File: src/rtl/mem_arbiter_rr.sv
`default_nettype none
// ============================================================================
//  Module      : mem_arbiter_rr
//  Description : Round-robin arbiter that gives NUM_PORTS compute units access
//                to one shared single-beat memory port. It uses a three-state
//                flow (IDLE -> ACCESS -> DONE) with optional port locking for
//                uninterrupted bursts.
//                Optional feature macro: MEM_ARB_TIMEOUT_EN (ACCESS watchdog
//                that completes a stuck beat with an error pulse).
//  Revision    : 1.0 - initial release
// ============================================================================
module mem_arbiter_rr #(
    parameter int NUM_PORTS      = 9,
    parameter int ADDR_WIDTH     = 16,
    parameter int DATA_WIDTH     = 32,
    parameter int TIMEOUT_CYCLES = 64
) (
    input  logic                                  clk,
    input  logic                                  rst,
    input  logic [NUM_PORTS-1:0]                  port_req,
    input  logic [NUM_PORTS-1:0]                  port_we,
    input  logic [NUM_PORTS-1:0]                  port_lock,
    input  logic [NUM_PORTS*ADDR_WIDTH-1:0]       port_addr,
    input  logic [NUM_PORTS*DATA_WIDTH-1:0]       port_wdata,
    output logic [NUM_PORTS-1:0]                  port_ack,
    output logic [NUM_PORTS-1:0]                  port_err,
    output logic [DATA_WIDTH-1:0]                 port_rdata,
    output logic                                  mem_sel,
    output logic                                  mem_w,
    output logic [ADDR_WIDTH-1:0]                 mem_addr,
    output logic [DATA_WIDTH-1:0]                 mem_wdata,
    input  logic [DATA_WIDTH-1:0]                 mem_rdata,
    input  logic                                  mem_ready,
    output logic                                  busy,
    output logic [((NUM_PORTS > 1) ? $clog2(NUM_PORTS) : 1)-1:0] grant_id
);

    localparam int c_ID_W = (NUM_PORTS > 1) ? $clog2(NUM_PORTS) : 1;

    localparam logic [1:0] c_S_IDLE   = 2'd0;
    localparam logic [1:0] c_S_ACCESS = 2'd1;
    localparam logic [1:0] c_S_DONE   = 2'd2;

    // Elaboration-time sanity check of the configuration.
    if (NUM_PORTS < 1 || NUM_PORTS > 32 || TIMEOUT_CYCLES < 1) begin : g_param_check
        $error("mem_arbiter_rr: NUM_PORTS must be 1..32 and TIMEOUT_CYCLES >= 1");
    end

    // ------------------------------------------------------------------------
    // State and registered outputs
    // ------------------------------------------------------------------------
    logic [1:0]            r_state;
    logic [c_ID_W-1:0]     r_rr_ptr;
    logic                  r_lock;
    logic [c_ID_W-1:0]     r_grant_id;
    logic                  r_mem_sel;
    logic                  r_mem_w;
    logic [ADDR_WIDTH-1:0] r_mem_addr;
    logic [DATA_WIDTH-1:0] r_mem_wdata;
    logic [NUM_PORTS-1:0]  r_port_ack;
    logic [DATA_WIDTH-1:0] r_port_rdata;

    logic [1:0]            w_state_nxt;
    logic [c_ID_W-1:0]     w_rr_ptr_nxt;
    logic                  w_lock_nxt;
    logic [c_ID_W-1:0]     w_grant_id_nxt;
    logic                  w_mem_sel_nxt;
    logic                  w_mem_w_nxt;
    logic [ADDR_WIDTH-1:0] w_mem_addr_nxt;
    logic [DATA_WIDTH-1:0] w_mem_wdata_nxt;
    logic [NUM_PORTS-1:0]  w_port_ack_nxt;
    logic [DATA_WIDTH-1:0] w_port_rdata_nxt;

`ifdef MEM_ARB_TIMEOUT_EN
    localparam int c_TMO_W = $clog2(TIMEOUT_CYCLES + 1);
    logic [NUM_PORTS-1:0]  r_port_err;
    logic [c_TMO_W-1:0]    r_tmo_cnt;
    logic [NUM_PORTS-1:0]  w_port_err_nxt;
    logic [c_TMO_W-1:0]    w_tmo_cnt_nxt;
`endif

    // ------------------------------------------------------------------------
    // Per-port views of the flattened address / write-data buses
    // ------------------------------------------------------------------------
    logic [ADDR_WIDTH-1:0] w_addr_arr  [NUM_PORTS];
    logic [DATA_WIDTH-1:0] w_wdata_arr [NUM_PORTS];

    for (genvar g = 0; g < NUM_PORTS; g++) begin : g_unpack
        assign w_addr_arr[g]  = port_addr[g*ADDR_WIDTH +: ADDR_WIDTH];
        assign w_wdata_arr[g] = port_wdata[g*DATA_WIDTH +: DATA_WIDTH];
    end

    // ------------------------------------------------------------------------
    // Arbitration
    // ------------------------------------------------------------------------
    logic                 w_lock_hold;
    logic [NUM_PORTS-1:0] w_elig;
    logic                 w_found;
    logic [c_ID_W-1:0]    w_win;
    logic [c_ID_W:0]      w_sum;
    logic [NUM_PORTS-1:0] w_gid_onehot;

    assign w_lock_hold = r_lock & port_req[r_grant_id];

    // A held lock narrows eligibility to the locked port only.
    always_comb begin
        w_gid_onehot             = '0;
        w_gid_onehot[r_grant_id] = 1'b1;
        w_elig                   = w_lock_hold ? w_gid_onehot : port_req;
    end

    // First eligible port scanning upward from rr_ptr+1 (wrapping at NUM_PORTS).
    always_comb begin
        w_found = 1'b0;
        w_win   = '0;
        w_sum   = '0;
        for (int i = 1; i <= NUM_PORTS; i++) begin
            w_sum = {1'b0, r_rr_ptr} + (c_ID_W+1)'(i);
            if (w_sum >= (c_ID_W+1)'(NUM_PORTS)) begin
                w_sum = w_sum - (c_ID_W+1)'(NUM_PORTS);
            end
            if (!w_found && w_elig[w_sum[c_ID_W-1:0]]) begin
                w_found = 1'b1;
                w_win   = w_sum[c_ID_W-1:0];
            end
        end
    end

    // ------------------------------------------------------------------------
    // Next-state and next-output logic
    // ------------------------------------------------------------------------
    // Every registered value defaults to holding; each state overrides what it owns.
    always_comb begin
        w_state_nxt      = r_state;
        w_rr_ptr_nxt     = r_rr_ptr;
        w_lock_nxt       = r_lock;
        w_grant_id_nxt   = r_grant_id;
        w_mem_sel_nxt    = r_mem_sel;
        w_mem_w_nxt      = r_mem_w;
        w_mem_addr_nxt   = r_mem_addr;
        w_mem_wdata_nxt  = r_mem_wdata;
        w_port_ack_nxt   = r_port_ack;
        w_port_rdata_nxt = r_port_rdata;
`ifdef MEM_ARB_TIMEOUT_EN
        w_port_err_nxt   = r_port_err;
        w_tmo_cnt_nxt    = r_tmo_cnt;
`endif

        case (r_state)
            c_S_IDLE: begin
                // A lock whose owner has dropped its request is released here.
                if (!w_lock_hold) begin
                    w_lock_nxt = 1'b0;
                end
                if (w_found) begin
                    w_state_nxt     = c_S_ACCESS;
                    w_grant_id_nxt  = w_win;
                    w_mem_sel_nxt   = 1'b1;
                    w_mem_w_nxt     = port_we[w_win];
                    w_mem_addr_nxt  = w_addr_arr[w_win];
                    w_mem_wdata_nxt = w_wdata_arr[w_win];
                    w_lock_nxt      = port_lock[w_win];
                    // A locked re-grant leaves the round-robin pointer alone.
                    if (!w_lock_hold) begin
                        w_rr_ptr_nxt = w_win;
                    end
`ifdef MEM_ARB_TIMEOUT_EN
                    w_tmo_cnt_nxt = '0;
`endif
                end
            end

            c_S_ACCESS: begin
`ifdef MEM_ARB_TIMEOUT_EN
                w_tmo_cnt_nxt = r_tmo_cnt + c_TMO_W'(1);
`endif
                // mem_ready takes priority over a coincident timeout.
                if (mem_ready) begin
                    w_state_nxt    = c_S_DONE;
                    w_mem_sel_nxt  = 1'b0;
                    w_mem_w_nxt    = 1'b0;
                    w_port_ack_nxt = w_gid_onehot;
                    if (!r_mem_w) begin
                        w_port_rdata_nxt = mem_rdata;
                    end
                end
`ifdef MEM_ARB_TIMEOUT_EN
                else if (r_tmo_cnt == c_TMO_W'(TIMEOUT_CYCLES - 1)) begin
                    w_state_nxt      = c_S_DONE;
                    w_mem_sel_nxt    = 1'b0;
                    w_mem_w_nxt      = 1'b0;
                    w_port_ack_nxt   = w_gid_onehot;
                    w_port_err_nxt   = w_gid_onehot;
                    w_port_rdata_nxt = '0;
                    w_lock_nxt       = 1'b0;
                end
`endif
            end

            c_S_DONE: begin
                w_state_nxt    = c_S_IDLE;
                w_port_ack_nxt = '0;
`ifdef MEM_ARB_TIMEOUT_EN
                w_port_err_nxt = '0;
`endif
            end

            default: begin
                w_state_nxt = c_S_IDLE;
            end
        endcase
    end

    // State register with synchronous active-low reset.
    always_ff @(posedge clk) begin
        if (!rst) begin
            r_state      <= c_S_IDLE;
            r_rr_ptr     <= c_ID_W'(NUM_PORTS - 1);
            r_lock       <= 1'b0;
            r_grant_id   <= '0;
            r_mem_sel    <= 1'b0;
            r_mem_w      <= 1'b0;
            r_mem_addr   <= '0;
            r_mem_wdata  <= '0;
            r_port_ack   <= '0;
            r_port_rdata <= '0;
`ifdef MEM_ARB_TIMEOUT_EN
            r_port_err   <= '0;
            r_tmo_cnt    <= '0;
`endif
        end else begin
            r_state      <= w_state_nxt;
            r_rr_ptr     <= w_rr_ptr_nxt;
            r_lock       <= w_lock_nxt;
            r_grant_id   <= w_grant_id_nxt;
            r_mem_sel    <= w_mem_sel_nxt;
            r_mem_w      <= w_mem_w_nxt;
            r_mem_addr   <= w_mem_addr_nxt;
            r_mem_wdata  <= w_mem_wdata_nxt;
            r_port_ack   <= w_port_ack_nxt;
            r_port_rdata <= w_port_rdata_nxt;
`ifdef MEM_ARB_TIMEOUT_EN
            r_port_err   <= w_port_err_nxt;
            r_tmo_cnt    <= w_tmo_cnt_nxt;
`endif
        end
    end

    // ------------------------------------------------------------------------
    // Outputs
    // ------------------------------------------------------------------------
    assign port_ack   = r_port_ack;
    assign port_rdata = r_port_rdata;
    assign mem_sel    = r_mem_sel;
    assign mem_w      = r_mem_w;
    assign mem_addr   = r_mem_addr;
    assign mem_wdata  = r_mem_wdata;
    assign grant_id   = r_grant_id;
    assign busy       = (r_state != c_S_IDLE);

`ifdef MEM_ARB_TIMEOUT_EN
    assign port_err = r_port_err;
`else
    assign port_err = '0;
`endif

endmodule
`default_nettype wire

File: config.mk
export PLATFORM = sky130hd
export DESIGN_NAME = mem_arbiter_rr
export DESIGN_NICKNAME = d
export VERILOG_FILES = /design/src/rtl/mem_arbiter_rr.sv
export SDC_FILE = /design/constraint.sdc
export NUM_CORES = 1
export LEC_CHECK = 0
export CORE_AREA = 3 3 231 233
export CTS_CLUSTER_SIZE = 40
export DETAILED_ROUTE_END_ITERATION = 12
export DIE_AREA = 0 0 234 236
export PLACE_DENSITY_LB_ADDON = 0.25
export RECOVER_POWER = 50
export SLEW_MARGIN = 20
export SYNTH_ARGS = -nofsm -noshare
export SYNTH_HDL_FRONTEND = slang
export SYNTH_SLANG_ARGS = --single-unit
File: constraint.sdc
create_clock -name clk -period 8.7 [get_ports clk]
set_input_delay 0.87 -clock clk [delete_from_list [all_inputs] [get_ports clk]]
set_output_delay 0.87 -clock clk [all_outputs]
set_load 0.02 [all_outputs]
# Word-level counts from Yosys, hierarchy flattened
# Cells that the tools add are included.
[totals]
in_bits = 494
out_inout_bits = 105
ff_bits = 102
word_cells = 159
[classes]
n_eq_ne = 5
n_bitwise = 4
n_reduce_logical = 28
order_cmp = 22
muxes = 72
addsub = 18
[ops]
columns = ["op", "n"]
rows = [
  ["$bmux W32 S4", 1],
  ["$mux W4", 18],
  ["$bmux W16 S4", 1],
  ["$mux W32", 2],
  ["$lt A4 B5 Y1 const B", 11],
  ["$bmux W1 S4", 12],
  ["$ge A5 B4 Y1 const B", 9],
  ["$sub A4 B4 Y4 const B", 9],
  ["$mux W16", 2],
  ["$mux W1", 27],
  ["$add A4 B3 Y5 const B", 4],
  ["$mux W9", 2],
  ["$pmux W9 S2", 1],
  ["$add A4 B2 Y5 const B", 2],
  ["$add A4 B4 Y5 const B", 2],
  ["$logic_and A1 B1 Y1", 9],
  ["$reduce_and A3 Y1", 3],
  ["$logic_not A1 Y1", 8],
  ["$reduce_and A2 Y1", 4],
  ["$reduce_bool A2 Y1", 3],
  ["$add A4 B1 Y5 const B", 1],
  ["$ge A5 B5 Y1 const B", 1],
  ["$not A4 Y5", 1],
  ["$demux W1 S4", 1],
  ["11 further kinds", 15],
]

# Logic depth before layout (Yosys ltp)
# Gate-level depths: netlist of run 1.
[logic_depth]
word_depth = 36
depth_mapped = 23
depth_no_buf = 17

# Worst setup path after synthesis of run 1
# No wires, ideal clock.
[synth_path]
path_kind = "reg2reg"
start = "register r_rr_ptr[0]"
end = "register r_mem_w (netlist: mem_w)"
setup_ps = 117
path_buffers = 6
required_ps = 8583
path_stages_with_launch = 23
arrival_time_ps = 5295
slack_ps = 3288
period_less_slack_ps = 5412
path_cell_list = "dfxtp_1 > buf_2 > buf_4 > inv_1 > clkbuf_1 > ha_1 > clkbuf_1 > nand2_1 > or2_2 > a21oi_1 > a2bb2oi_1 > o32ai_1 > a211oi_1 > nand2_1 > or4_4 > or3_4 > o22ai_2 > o21bai_4 > buf_6 > buf_4 > mux2i_1 > a22oi_1 > a22o_1"
[synth_between]
elab_chain_cells = 34
elab_cells_between_ends = 94
classes_between = "18 x add/sub; 9 x order compare; 1 x eq/ne; 49 x mux; 17 x reduce/logical"
[synth_rtl]
columns = ["element", "line", "source"]
rows = [
  ["start, declared", "53", "logic [c_ID_W-1:0] r_rr_ptr;"],
  ["start signal, assigned", "218", "r_rr_ptr <= c_ID_W'(NUM_PORTS - 1);"],
  ["start signal, assigned", "233", "r_rr_ptr <= w_rr_ptr_nxt;"],
  ["$add A4 B1 Y5", "118", "w_sum = {1'b0, r_rr_ptr} + (c_ID_W+1)'(i);"],
  ["$sub A4 B4 Y4 or $ge A5 B4 Y1 (tied branches)", "120, 119", ""],
  ["$mux W4", "119", "if (w_sum >= (c_ID_W+1)'(NUM_PORTS)) begin"],
  ["$bmux W1 S4", "122", "if (!w_found && w_elig[w_sum[c_ID_W-1:0]]) begin"],
  ["$mux W1 (not written as such)", "122", ""],
  ["$mux W1", "122", ""],
  ["$logic_not A1 Y1", "122", ""],
  ["$logic_and A1 B1 Y1", "122", ""],
  ["[18 not listed]", "n/a", ""],
  ["$mux W1", "122", ""],
  ["$logic_not A1 Y1", "122", ""],
  ["$logic_and A1 B1 Y1", "122", ""],
  ["$mux W4", "122", ""],
  ["$bmux W1 S4", "159", "w_mem_w_nxt = port_we[w_win];"],
  ["$mux W1 (not written as such)", "159", ""],
  ["$mux W1", "155", "if (w_found) begin"],
  ["$pmux W1 S2", "149", "case (r_state)"],
  ["end signal, assigned", "237", "r_mem_w <= w_mem_w_nxt;"],
  ["end, declared", "57", "logic r_mem_w;"],
]
# Parallel ways exist; a longest one is shown, timed or not. The select of a mux whose other input is x is not followed.
# A chain may end at the register's enable or synchronous reset.

# Final worst setup path of run 1
[layout_path]
start = "register r_rr_ptr[1]"
end = "register r_lock"
[layout_between]
elab_chain_cells = 33
elab_cells_between_ends = 93
classes_between = "18 x add/sub; 9 x order compare; 1 x eq/ne; 48 x mux; 17 x reduce/logical"
[layout_rtl]
columns = ["element", "line", "source"]
rows = [
  ["$add A4 B1 Y5", "118", ""],
  ["$sub A4 B4 Y4 or $ge A5 B4 Y1 (tied branches)", "120, 119", ""],
  ["$mux W4", "119", ""],
  ["$bmux W1 S4", "122", ""],
  ["$mux W1 (not written as such)", "122", ""],
  ["$mux W1", "122", ""],
  ["$logic_not A1 Y1", "122", ""],
  ["$logic_and A1 B1 Y1", "122", ""],
  ["[17 not listed]", "n/a", ""],
  ["$logic_and A1 B1 Y1", "122", ""],
  ["$mux W1", "122", ""],
  ["$logic_not A1 Y1", "122", ""],
  ["$logic_and A1 B1 Y1", "122", ""],
  ["$mux W4", "122", ""],
  ["$bmux W1 S4", "162", "w_lock_nxt = port_lock[w_win];"],
  ["$mux W1 (not written as such)", "162", ""],
  ["$mux W1", "155", ""],
  ["end signal, assigned", "234", "r_lock <= w_lock_nxt;"],
  ["end, declared", "54", "logic r_lock;"],
]
# Parallel ways exist; a longest one is shown, timed or not. The select of a mux whose other input is x is not followed.

==> results.md, run 1 <==
- Result of the run: complete, but fails checks
- Violated checks: capacitance limit, slew limit
- Number of global-route vias before repair: around 13000
- Data arrival, critical path: 7.67 ns
- Layout Area Growth over Synthesis: 62.6%
- Sequential cell area fraction in the yosys report: 0.188
- Cell types with the largest area share after synthesis: sky130_fd_sc_hd__mux2i_1 20%, sky130_fd_sc_hd__dfxtp_1 19%, sky130_fd_sc_hd__a221o_1 4.6%
- Dpl hpwl: 62.9 mm
- Setup violations, final: 0
- Largest fanout on the critical path: 50
- Start of the worst register-to-register path: r_rr_ptr[1]$_SDFFE_PN0P_
- Setup skew after layout: 0.0116 ns
- Share of flip-flops with an asynchronous set or reset after synthesis: 0
- Most frequent cell after synthesis: sky130_fd_sc_hd__mux2i_1
- Pre-antenna DRT Iters: 5
- Share of the cycle needed by the critical path after routing: 0.845
- Final Total Pwr: around 9.4 mW
- Worst hold endpoint: mem_sel$_SDFFE_PN0P_
- Endpoint of the most critical register-to-register path: r_lock$_SDFFE_PN0P_
- Post-synthesis register bit count: between 100 and 150
- CP Launch Point: r_rr_ptr[1]$_SDFFE_PN0P_
- Unrepaired setup endpoints after global routing: no
- LEAKAGE: between 6 and 7 nW
- Layout cells sized above 1: 0.0568
- Number of antenna violations at the first check in global routing: 32
- Total number of clock tree sinks: 102
- R2R Setup Slk: approximately 1.3 ns
- Chip Width: 234 um
- I/O pin count: 599
- Mean routed wirelength per cell: 30.1 um
- Die Y-Extent: between 200 and 250 um
- Worst setup path class: reg -> reg
- Summed negative setup slack over all endpoints: 0 ns
- Post-route antenna net violation count: 0
- Most frequent cells after synthesis: 218 x sky130_fd_sc_hd__mux2i_1, 115 x sky130_fd_sc_hd__nand2_1, 102 x sky130_fd_sc_hd__dfxtp_1
- Grt ovf: 0
- Count of fill cells added during filler insertion: 5348
- Maximum number of buffers from clock root to sink: 2
- Clock latency of the later-clocked register in the worst-skew pair: around 0.38 ns
- Clock tree from TritonCTS: built
- Type of the most critical hold path: reg -> reg
- Maximum number of pins on one net before global-route repair: between 80 and 90
- Fmax achieved: 0.136 GHz
- Cell accounting for the most synthesized area: sky130_fd_sc_hd__mux2i_1
- Gr usage total: 0.265
- Slew HR: -0.773
- Number of synthesized flops with an enable pin: 0
- Final count of hold timing violations: 0
- Mean cell area of the mapped netlist: just over 8 sq um
- Remaining design rule violation count: 0
- Synth Instances: 1325
- Max-cap violation count: 1
- Number of rows created at floorplan: 83
- Total via count in the routed design: 13700
- Area share of the largest cell type after synthesis: 0.201
- Drt via density: 5.39
- Die ar.: 0.0552 sq mm
- Clock transition at the registers of the reported paths: about 0.080 ns
- Buffers inserted during post-CTS setup optimization: 0
- Fin. max-slew vios: 48
- CTS buffer count: 9
- Power per cell area: about 530 mW/mm^2
- Initial core utilization: 0.211
- Cells resized by post-CTS repair: 0
- Cells on Worst Hold Path: 2
- Crit start category: register
- Port buffer count: 589
- Buffer cell driving the clock tree root: sky130_fd_sc_hd__clkbuf_16
- Final Routed Wirelength: between 70 and 80 mm
- Final weighted congestion in routability-driven placement: 0.962
- Multi-input gate area: 0.00818 sq mm
- Post-route minimum period: about 7.4 ns
- Count of different cell masters after synthesis: about 100
- Worst hold start: mem_sel$_SDFFE_PN0P_
- Sequential cell area: 0.00204 sq mm
- Final net count: approximately 2400
- Cell area after technology mapping: 0.0108 sq mm
- Count of hold buffers inserted by post-cts repair: 0
- Iteration-0 DRC count of the detailed router: 1313
- Global-route wire length before repair: 104 mm
- Number of cells traversed by the worst register-to-register path: 16
- Most used flip-flop cell after synthesis: sky130_fd_sc_hd__dfxtp_1
- Worst path required time: 9.01 ns
- H-tree depth: 3
- Count of warnings emitted by yosys: 0
- Core Region: 0.0514 sq mm
- Transition time at the pin with the least slew margin: ~2.7 ns
- Endpoint kind of the worst setup timing path: register
- Worst IR drop on VDD: 808 uV
## worst max-delay path, stage by stage (launching register included)
cell,delay [ns]
sky130_fd_sc_hd__dfxtp_1,0.77
sky130_fd_sc_hd__inv_1,0.37
sky130_fd_sc_hd__ha_1,0.71
sky130_fd_sc_hd__nand2b_1,0.45
sky130_fd_sc_hd__a221oi_1,0.12
sky130_fd_sc_hd__nor4_2,0.76
sky130_fd_sc_hd__nand2_1,0.15
sky130_fd_sc_hd__o21a_1,0.25
sky130_fd_sc_hd__a31oi_4,0.29
sky130_fd_sc_hd__o211ai_4,0.18
sky130_fd_sc_hd__or4_4,0.61
sky130_fd_sc_hd__or3_4,0.43
sky130_fd_sc_hd__o22ai_1,0.17
sky130_fd_sc_hd__a41o_2,0.24
sky130_fd_sc_hd__nand3_4,0.61
sky130_fd_sc_hd__a221oi_1,0.89
sky130_fd_sc_hd__a22o_1,0.24
## how the worst max path moves through the flow
stage          cells after the start                  end
2_1_floorplan                     22   mem_w$_SDFFE_PN0P_
3_3_place_gp                      16  r_lock$_SDFFE_PN0P_
3_5_place_dp                      16  r_lock$_SDFFE_PN0P_
4_1_cts                           16  r_lock$_SDFFE_PN0P_
5_1_grt                           16  r_lock$_SDFFE_PN0P_
6_report                          16  r_lock$_SDFFE_PN0P_
## cells in the final DEF (no fill, tap or decap), types with 25 or more instances in the layout
cell type	n
sky130_fd_sc_hd__clkdlybuf4s50_1	520
sky130_fd_sc_hd__mux2i_1	218
sky130_fd_sc_hd__nand2_1	115
sky130_fd_sc_hd__dfxtp_1	102
sky130_fd_sc_hd__a21oi_1	76
sky130_fd_sc_hd__dlygate4sd3_1	69
sky130_fd_sc_hd__a22oi_1	57
sky130_fd_sc_hd__a22o_1	56
sky130_fd_sc_hd__o21ai_1	52
sky130_fd_sc_hd__a221o_1	50
sky130_fd_sc_hd__nor2_1	48
sky130_fd_sc_hd__o21ai_0	28
sky130_fd_sc_hd__buf_4	25
## area by class of cell
type                    instances  share of cell area
multi-input cells            1094               0.464
repair buffers                617               0.348
flip-flops and latches        102               0.116
well taps                     680              0.0483
clock buffers                   9              0.0128
clock inverters                 7             0.00518
inverters                      20             0.00426
diodes                         16             0.00227
## cell families (layout without fill, tap and decap cells)
family | after synthesis | in the layout | share of synthesized area
AO/OA/AOI/OAI | 478 | 478 | 0.333
XOR/XNOR | 16 | 16 | 0.0129
buffers and inverters | 137 | 653 | 0.0643
adder cells (fa/ha/maj) | 20 | 20 | 0.0231
flip-flops | 102 | 102 | 0.188
other | 1 | 25 | 0.000346
AND/OR/NAND/NOR | 346 | 346 | 0.168
multiplexers | 225 | 225 | 0.210
## routing by layer
layer / share of wire / routed length, um / vias to the layer above / track usage
met5: 0.00053 / 41 / - / 0
met4: 0.020 / 1560 / 8 / 0.0595
met3: 0.066 / 5050 / 84 / 0.0524
met2: 0.50 / 38300 / 612 / 0.456
met1: 0.41 / 31700 / 6816 / 0.340
li1: - / - / 6206 / -
## state kept, by name (all words and copies together) (netlist names)
name,count
mem_wdata,32
port_rdata,32
mem_addr,16
port_ack,9
grant_id,4
r_rr_ptr,4
r_state,2
mem_sel,1
mem_w,1
r_lock,1
## per-stage QoR
step                      std cells  hold WS, ns  utilization  worst slack [ns]  cell area (sq um)
after global placement         2513        0.442        0.336              1.73              17300
final                          2545        0.455        0.343              1.35              17600
after CTS                      2529        0.459        0.342              1.46              17600
after global routing           2539        0.474        0.343             0.890              17600
after floorplan                1333        0.518            -              3.29              10900
after detailed placement       2513        0.446        0.336              1.51              17300
## where the power goes
part | internal, mW | total [mW] | switching [mW]
Sequential | 0.606 | 0.714 | 0.107
Combinational | 3.34 | 8.27 | 4.93
Clock | 0.207 | 0.447 | 0.240
Total | 4.16 | 9.43 | 5.27
Note: power is estimated with default switching activity, not from simulation.
==> run 2, diff against run 1 <==
- CORE_AREA: 3 3 231 233 -> 3 3 232 234
- DIE_AREA: 0 0 234 236 -> 0 0 235 237
- clock period: 8.7 -> 7.65 ns (I/O delays scaled with it)
==> run 2 against run 1 <==
- the run still ends with capacitance limit, slew limit left
- register-to-register slack better by 0.03 ns
- non-clock buffer count is 20 higher
- sequential share of layout area is 0.18 points lower
- critical path depth is 1 higher
- core utilization hardly changed
- fmax is 17% higher
- clock power is 20% higher
- combinational power is 18% higher
- flip-flop and latch count stayed put
- critical path type unchanged
==> results.md, run 2 (synthesis results as in run 1) <==
- Result of the run: complete, but fails checks (unchanged)
- Violated checks: capacitance limit, slew limit (unchanged)
- Dpl hpwl: 63.8 mm (was 62.9 mm)
- Cells resized by post-CTS repair: 0 (unchanged)
- Final cell count without fillers: 2569 (was 2545)
- Number of antenna violations at the first check in global routing: 26 (was 32)
- Grt ovf: 0 (unchanged)
- Count of hold buffers inserted by post-cts repair: 0 (unchanged)
- Gr usage total: 0.262 (was 0.265)
- Max stage delay cell, worst path: sky130_fd_sc_hd__o31ai_1 (was sky130_fd_sc_hd__a221oi_1)
- Count of fill cells added during filler insertion: 5387 (was 5348)
- Final Routed Wirelength: 76.9 mm (was 76.7 mm)
- Setup violations, final: 0 (unchanged)
- Maximum number of buffers from clock root to sink: 2 (unchanged)
- Layout Area Growth over Synthesis: 65.3% (was 62.6%)
- Chip Width: 235 um (was 234 um)
- Post-route antenna net violation count: 0 (unchanged)
- Worst Hold Slack: 0.459 ns (was 0.455 ns)
- Number of global-route vias before repair: 13500 (was 13000)
- Worst setup path class: reg -> reg (unchanged)
- CP cell instances: inv_1 > ha_1 > a22oi_1 > o31ai_1 > mux2i_1 > a32oi_1 > o311a_1 > o31ai_1 > nor2_1 > a2111oi_0 > a211o_1 > a22o_1 > o21bai_4 > and2_2 > buf_12 > a221o_1 > o21ai_1 (was inv_1 > ha_1 > nand2b_1 > a221oi_1 > nor4_2 > nand2_1 > o21a_1 > a31oi_4 > o211ai_4 > or4_4 > or3_4 > o22ai_1 > a41o_2 > nand3_4 > a221oi_1 > a22o_1)
- Type of the most critical hold path: reg -> reg (unchanged)
- Maximum number of pins on one net before global-route repair: 57 (was 81)
- Multi-input gate area: 0.00818 sq mm (unchanged)
- Die Y-Extent: 237 um (was 236 um)
- Final net count: 2378 (was 2358)
- Layout cells sized above 1: 0.0669 (was 0.0568)
- Global-route wire length before repair: 105 mm (was 104 mm)
- Share of the cycle needed by the critical path after routing: 0.821 (was 0.845)
- Crit start category: register (unchanged)
- Unrepaired setup endpoints after global routing: no (unchanged)
- Final weighted congestion in routability-driven placement: 0.951 (was 0.962)
- Placed Instances: 2541 (was 2513)
- Slew HR: -0.400 (was -0.773)
- Most used cells in the layout excluding fill and tap cells: 520 x sky130_fd_sc_hd__clkdlybuf4s50_1, 218 x sky130_fd_sc_hd__mux2i_1, 115 x sky130_fd_sc_hd__nand2_1 (unchanged)
- Buffer cell driving the clock tree root: sky130_fd_sc_hd__clkbuf_16 (unchanged)
- Core Region: 0.0522 sq mm (was 0.0514 sq mm)
- Clock latency of the later-clocked register in the worst-skew pair: 0.39 ns (was 0.38 ns)
- Worst IR drop on VDD: 787 uV (was 808 uV)
- Stage delay of the slowest cell on the critical path: 0.75 ns (was 0.89 ns)
- LEAKAGE: 6.82 nW (was 6.68 nW)
- Fmax achieved: 0.159 GHz (was 0.136 GHz)
- Remaining design rule violation count: 0 (unchanged)
- Most common library cell in the layout ignoring fill and taps: sky130_fd_sc_hd__clkdlybuf4s50_1 (unchanged)
- Final cell utilization of the core: 0.343 (about the same)
- Most used cell along the critical path: sky130_fd_sc_hd__o31ai_1 (was sky130_fd_sc_hd__a221oi_1)
- Fin. max-slew vios: 39 (was 48)
- Transition time at the pin with the least slew margin: 2.10 ns (was 2.66 ns)
- Summed negative setup slack over all endpoints: 0 ns (unchanged)
- Final Total Pwr: 11.2 mW (was 9.43 mW)
- Post-route minimum period: 6.28 ns (was 7.35 ns)
- Clock transition at the registers of the reported paths: 0.09 ns (was 0.08 ns)
- Port buffer count: 589 (unchanged)
- Number of rows created at floorplan: 84 (was 83)
- Endpoint kind of the worst setup timing path: register (unchanged)
- Die ar.: 0.0557 sq mm (was 0.0552 sq mm)
- Total number of clock tree sinks: 102 (unchanged)
- Worst path required time: 7.99 ns (was 9.01 ns)
- Initial core utilization: 0.208 (was 0.211)
- Crit path max-delay family: compound AO/OA/AOI/OAI gates (was simple AND/OR/NAND/NOR gates)
- Clock tree from TritonCTS: built (unchanged)
- CTS buffer count: 9 (unchanged)
- Setup skew after layout: 0.0130 ns (was 0.0116 ns)
- Power per cell area: 622 mW/mm^2 (was 535 mW/mm^2)
- WP buf/inv: 2 (was 1)
- Pre-antenna DRT Iters: 5 (unchanged)
- Data arrival, critical path: 6.61 ns (was 7.67 ns)
- Largest fanout on the critical path: 42 (was 50)
- Sequential cell area: 0.00204 sq mm (unchanged)
- H-tree depth: 3 (unchanged)
- Drt via density: 5.36 (was 5.39)
- Max-cap violation count: 1 (unchanged)
- Final count of hold timing violations: 0 (unchanged)
- Mean routed wirelength per cell: 29.9 um (was 30.1 um)
- Total via count in the routed design: 13800 (was 13700)
- I/O pin count: 599 (unchanged)
- Buffers inserted during post-CTS setup optimization: 0 (unchanged)
- Iteration-0 DRC count of the detailed router: 1527 (was 1313)
[run 2: final timing paths]
path                                                   from                           to  slack [ns]  depth (start not counted)
worst max-delay path               r_rr_ptr[2]$_SDFFE_PN0P_     mem_addr[6]$_SDFFE_PN0P_        1.37                         17
worst min-delay path            port_rdata[29]$_SDFFE_PN0P_  port_rdata[29]$_SDFFE_PN0P_        0.46                          2
worst max register to register     r_rr_ptr[2]$_SDFFE_PN0P_     mem_addr[6]$_SDFFE_PN0P_        1.37                         17
worst min register to register  port_rdata[29]$_SDFFE_PN0P_  port_rdata[29]$_SDFFE_PN0P_        0.46                          2
[run 2: report_power, final]
part,leakage (nW),internal (mW),switching (mW)
sequential,0.838,0.690,0.137
combinational,5.83,4.12,5.67
clock,0.155,0.265,0.273
total,6.82,5.07,6.08
[run 2: per-stage QoR]
stage	area (sq um)	setup WS (ns)
after global placement	17600	1.38
after detailed placement	17600	1.34
after CTS	17900	1.43
final	17900	1.37
after floorplan	10900	2.24
after global routing	17900	0.957
[run 2: worst register-to-register path, stage by stage, from the launching register on]
cell,delay (ns)
sky130_fd_sc_hd__dfxtp_1,0.62
sky130_fd_sc_hd__inv_1,0.33
sky130_fd_sc_hd__ha_1,0.64
sky130_fd_sc_hd__a22oi_1,0.17
sky130_fd_sc_hd__o31ai_1,0.59
sky130_fd_sc_hd__mux2i_1,0.51
sky130_fd_sc_hd__a32oi_1,0.10
sky130_fd_sc_hd__o311a_1,0.18
sky130_fd_sc_hd__o31ai_1,0.75
sky130_fd_sc_hd__nor2_1,0.27
sky130_fd_sc_hd__a2111oi_0,0.50
sky130_fd_sc_hd__a211o_1,0.16
sky130_fd_sc_hd__a22o_1,0.18
sky130_fd_sc_hd__o21bai_4,0.12
sky130_fd_sc_hd__and2_2,0.33
sky130_fd_sc_hd__buf_12,0.24
sky130_fd_sc_hd__a221o_1,0.42
sky130_fd_sc_hd__o21ai_1,0.14
[run 2: routing by layer]
metal  share of wire  global-route usage
met1            0.40               0.323
met5          0.0010                   0
met3           0.069              0.0515
met2            0.50               0.459
met4           0.029              0.0788
[run 2: cell type report]
cell class | count | area share
antenna | 12 | 0.00168
clock buffer | 9 | 0.0126
clock inverter | 7 | 0.00566
inverter | 20 | 0.00419
multi-input combinational | 1094 | 0.457
sequential | 102 | 0.114
tap | 688 | 0.0480
timing repair buffer | 637 | 0.357
==> run 3, diff against run 2 <==
- clock period: 7.65 -> 6 ns (I/O delays scaled with it)
==> run 3 against run 2 <==
- the run still ends with capacitance limit, slew limit left
- global-route usage increased by 0.70 points
- clock skew rose by 0.0034 ns
- critical endpoint is now mem_wdata[7]$_SDFFE_PN0P_
- critical path depth grew 2
- fmax grew 9.3%
- power rose by 44%
- routed wire length grew 2.4%
- sequential share of layout area decreased by 0.56 points
- core utilization rose by 1.8 points
==> results.md, run 3 (synthesis results as in run 1) <==
- Unrepaired setup endpoints after global routing: no (unchanged)
- Clock tree from TritonCTS: built (unchanged)
- Core Region: 0.0522 sq mm (unchanged)
- Violated checks: capacitance limit, slew limit (unchanged)
- Fin. max-slew vios: 47 (was 39)
- Crit start category: register (unchanged)
- Final net count: 2485 (was 2378)
- Count of hold buffers inserted by post-cts repair: 0 (unchanged)
- Initial core utilization: 0.208 (unchanged)
- Die ar.: 0.0557 sq mm (unchanged)
- Setup slack after placement: 0.101 ns (was 1.34 ns)
- Result of the run: complete, but fails checks (unchanged)
- CTS buffer count: 9 (unchanged)
- Final critical-path setup slack: 0.257 ns (was 1.37 ns)
- Final Total Pwr: 16.0 mW (was 11.2 mW)
- WP buf/inv: 4 (was 2)
- Number of global-route vias before repair: 13800 (was 13500)
- Power per cell area: 851 mW/mm^2 (was 622 mW/mm^2)
- Dpl hpwl: 66.3 mm (was 63.8 mm)
- Max-cap violation count: 1 (unchanged)
- Buffer cell driving the clock tree root: sky130_fd_sc_hd__clkbuf_16 (unchanged)
- Slew HR: -0.728 (was -0.400)
- Gr usage total: 0.269 (was 0.262)
- Final weighted congestion in routability-driven placement: 0.976 (was 0.951)
- Layout Area Growth over Synthesis: 73.8% (was 65.3%)
- Stage delay of the slowest cell on the critical path: 0.67 ns (was 0.75 ns)
- I/O pin count: 599 (unchanged)
- Maximum number of pins on one net before global-route repair: 47 (was 57)
- Clock transition at the registers of the reported paths: 0.09 ns (about the same)
- Post-route antenna net violation count: 0 (unchanged)
- Most common library cell in the layout ignoring fill and taps: sky130_fd_sc_hd__clkdlybuf4s50_1 (unchanged)
- Most used cell along the critical path: sky130_fd_sc_hd__buf_4 (was sky130_fd_sc_hd__o31ai_1)
- Transition time at the pin with the least slew margin: 2.59 ns (was 2.10 ns)
- Mean routed wirelength per cell: 29.4 um (was 29.9 um)
- Iteration-0 DRC count of the detailed router: 1365 (was 1527)
- Worst path required time: 6.28 ns (was 7.99 ns)
- Layout cells sized above 1: 0.117 (was 0.0669)
- Pre-antenna DRT Iters: 6 (was 5)
- Grt ovf: 0 (unchanged)
- Setup skew after layout: 0.0164 ns (was 0.0130 ns)
- LEAKAGE: 7.38 nW (was 6.82 nW)
- Endpoint kind of the worst setup timing path: register (unchanged)
- Crit path max-delay family: simple AND/OR/NAND/NOR gates (was compound AO/OA/AOI/OAI gates)
- H-tree depth: 3 (unchanged)
- Cells resized by post-CTS repair: 0 (unchanged)
- Total number of clock tree sinks: 102 (unchanged)
- Port buffer count: 589 (unchanged)
- Maximum number of buffers from clock root to sink: 2 (unchanged)
- Number of antenna violations at the first check in global routing: 29 (was 26)
- CP cell instances: inv_1 > ha_1 > nand2b_1 > buf_4 > nor2_1 > nor4_2 > nand2_1 > o21a_1 > a31oi_4 > o211ai_4 > or4_4 > or3_4 > o22ai_2 > o21bai_4 > buf_12 > buf_4 > mux2i_1 > a22o_1 > o21ai_1 (was inv_1 > ha_1 > a22oi_1 > o31ai_1 > mux2i_1 > a32oi_1 > o311a_1 > o31ai_1 > nor2_1 > a2111oi_0 > a211o_1 > a22o_1 > o21bai_4 > and2_2 > buf_12 > a221o_1 > o21ai_1)
- Remaining design rule violation count: 0 (unchanged)
- Fmax achieved: 0.174 GHz (was 0.159 GHz)
- Most used cells in the layout excluding fill and tap cells: 519 x sky130_fd_sc_hd__clkdlybuf4s50_1, 218 x sky130_fd_sc_hd__mux2i_1, 130 x sky130_fd_sc_hd__buf_4 (was 520 x sky130_fd_sc_hd__clkdlybuf4s50_1, 218 x sky130_fd_sc_hd__mux2i_1, 115 x sky130_fd_sc_hd__nand2_1)
- Largest fanout on the critical path: 21 (was 42)
- Worst IR drop on VDD: 957 uV (was 787 uV)
- Chip Width: 235 um (unchanged)
- Summed negative setup slack over all endpoints: 0 ns (unchanged)
- Data arrival, critical path: 6.03 ns (was 6.61 ns)
- Share of the cycle needed by the critical path after routing: 0.957 (was 0.821)
- Clock latency of the later-clocked register in the worst-skew pair: 0.40 ns (was 0.39 ns)
- Max stage delay cell, worst path: sky130_fd_sc_hd__nor4_2 (was sky130_fd_sc_hd__o31ai_1)
- Setup violations, final: 0 (unchanged)
- Drt via density: 5.33 (was 5.36)
- Post-route minimum period: 5.74 ns (was 6.28 ns)
- Buffers inserted during post-CTS setup optimization: 0 (unchanged)
- Number of rows created at floorplan: 84 (unchanged)
- Type of the most critical hold path: reg -> reg (unchanged)
- Total via count in the routed design: 14300 (was 13800)
- Worst setup path class: reg -> reg (unchanged)
- Final Routed Wirelength: 78.7 mm (was 76.9 mm)
- Die Y-Extent: 237 um (unchanged)
- Final count of hold timing violations: 0 (unchanged)
- Global-route wire length before repair: 107 mm (was 105 mm)
-- run 3: cell types whose count changed in the layout (fill, tap and decap cells not counted) --
| cell | change |
|---|---|
| sky130_fd_sc_hd__buf_4 | +95 |
| sky130_fd_sc_hd__buf_12 | +12 |
| sky130_fd_sc_hd__diode_2 | +4 |
| sky130_fd_sc_hd__bufinv_16 | -1 |
| sky130_fd_sc_hd__clkbuf_1 | +1 |
| sky130_fd_sc_hd__clkdlybuf4s50_1 | -1 |
| sky130_fd_sc_hd__clkinv_2 | +1 |
| sky130_fd_sc_hd__clkinv_8 | -1 |
| sky130_fd_sc_hd__dlygate4sd3_1 | +1 |
| sky130_fd_sc_hd__inv_6 | +1 |
| sky130_fd_sc_hd__inv_8 | -1 |
-- run 3: cell type report --
type,instances,area (sq um)
Inverter,20,75.1
Timing Repair Buffer,744,7360
Clock buffer,10,229
Sequential cell,102,2040
Multi-Input combinational cell,1094,8180
Clock inverter,6,57.6
Tap cell,688,861
Antenna cell,16,40.0
Fill cell,5376,33400
-- run 3: worst register-to-register path, stage by stage (launching register included) --
cell                       delay [ns]
sky130_fd_sc_hd__dfxtp_1         0.39
sky130_fd_sc_hd__inv_1           0.21
sky130_fd_sc_hd__ha_1            0.61
sky130_fd_sc_hd__nand2b_1        0.18
sky130_fd_sc_hd__buf_4           0.17
sky130_fd_sc_hd__nor2_1          0.06
sky130_fd_sc_hd__nor4_2          0.67
sky130_fd_sc_hd__nand2_1         0.20
sky130_fd_sc_hd__o21a_1          0.29
sky130_fd_sc_hd__a31oi_4         0.25
sky130_fd_sc_hd__o211ai_4        0.11
sky130_fd_sc_hd__or4_4           0.58
sky130_fd_sc_hd__or3_4           0.43
sky130_fd_sc_hd__o22ai_2         0.16
sky130_fd_sc_hd__o21bai_4        0.20
sky130_fd_sc_hd__buf_12          0.23
sky130_fd_sc_hd__buf_4           0.18
sky130_fd_sc_hd__mux2i_1         0.46
sky130_fd_sc_hd__a22o_1          0.21
sky130_fd_sc_hd__o21ai_1         0.06
-- run 3: final timing paths --
| check | slack [ns] | from | to | cells past startpoint |
|---|---|---|---|---|
| hold / removal | 0.46 | mem_sel$_SDFFE_PN0P_ | mem_sel$_SDFFE_PN0P_ | 2 |
| hold reg to reg | 0.46 | mem_sel$_SDFFE_PN0P_ | mem_sel$_SDFFE_PN0P_ | 2 |
| setup reg to reg | 0.26 | r_rr_ptr[0]$_SDFFE_PN0P_ | mem_wdata[7]$_SDFFE_PN0P_ | 19 |
| setup / recovery | 0.26 | r_rr_ptr[0]$_SDFFE_PN0P_ | mem_wdata[7]$_SDFFE_PN0P_ | 19 |
-- run 3: layer usage --
| metal | wire length [um] | vias to the layer above | GRT usage |
|---|---|---|---|
| li1 | - | 6456 | - |
| met1 | 32900 | 7085 | 0.343 |
| met2 | 38300 | 641 | 0.456 |
| met3 | 5120 | 94 | 0.0510 |
| met4 | 2430 | 6 | 0.0864 |
| met5 | 40 | - | 0 |
-- run 3: stage by stage --
step | utilization | hold slack (ns) | instances | instance area, sq um
after floorplan | - | 0.518 | 1333 | 10900
after global placement | 0.355 | 0.442 | 2648 | 18500
after detailed placement | 0.355 | 0.448 | 2648 | 18500
after CTS | 0.360 | 0.459 | 2664 | 18800
after global routing | 0.360 | 0.476 | 2676 | 18800
final | 0.361 | 0.456 | 2680 | 18800
-- run 3: where the power goes --
part	total, mW	internal (mW)	switching, mW
combinational	14.4	6.69	7.68
clock	0.638	0.291	0.347
sequential	1.03	0.880	0.146
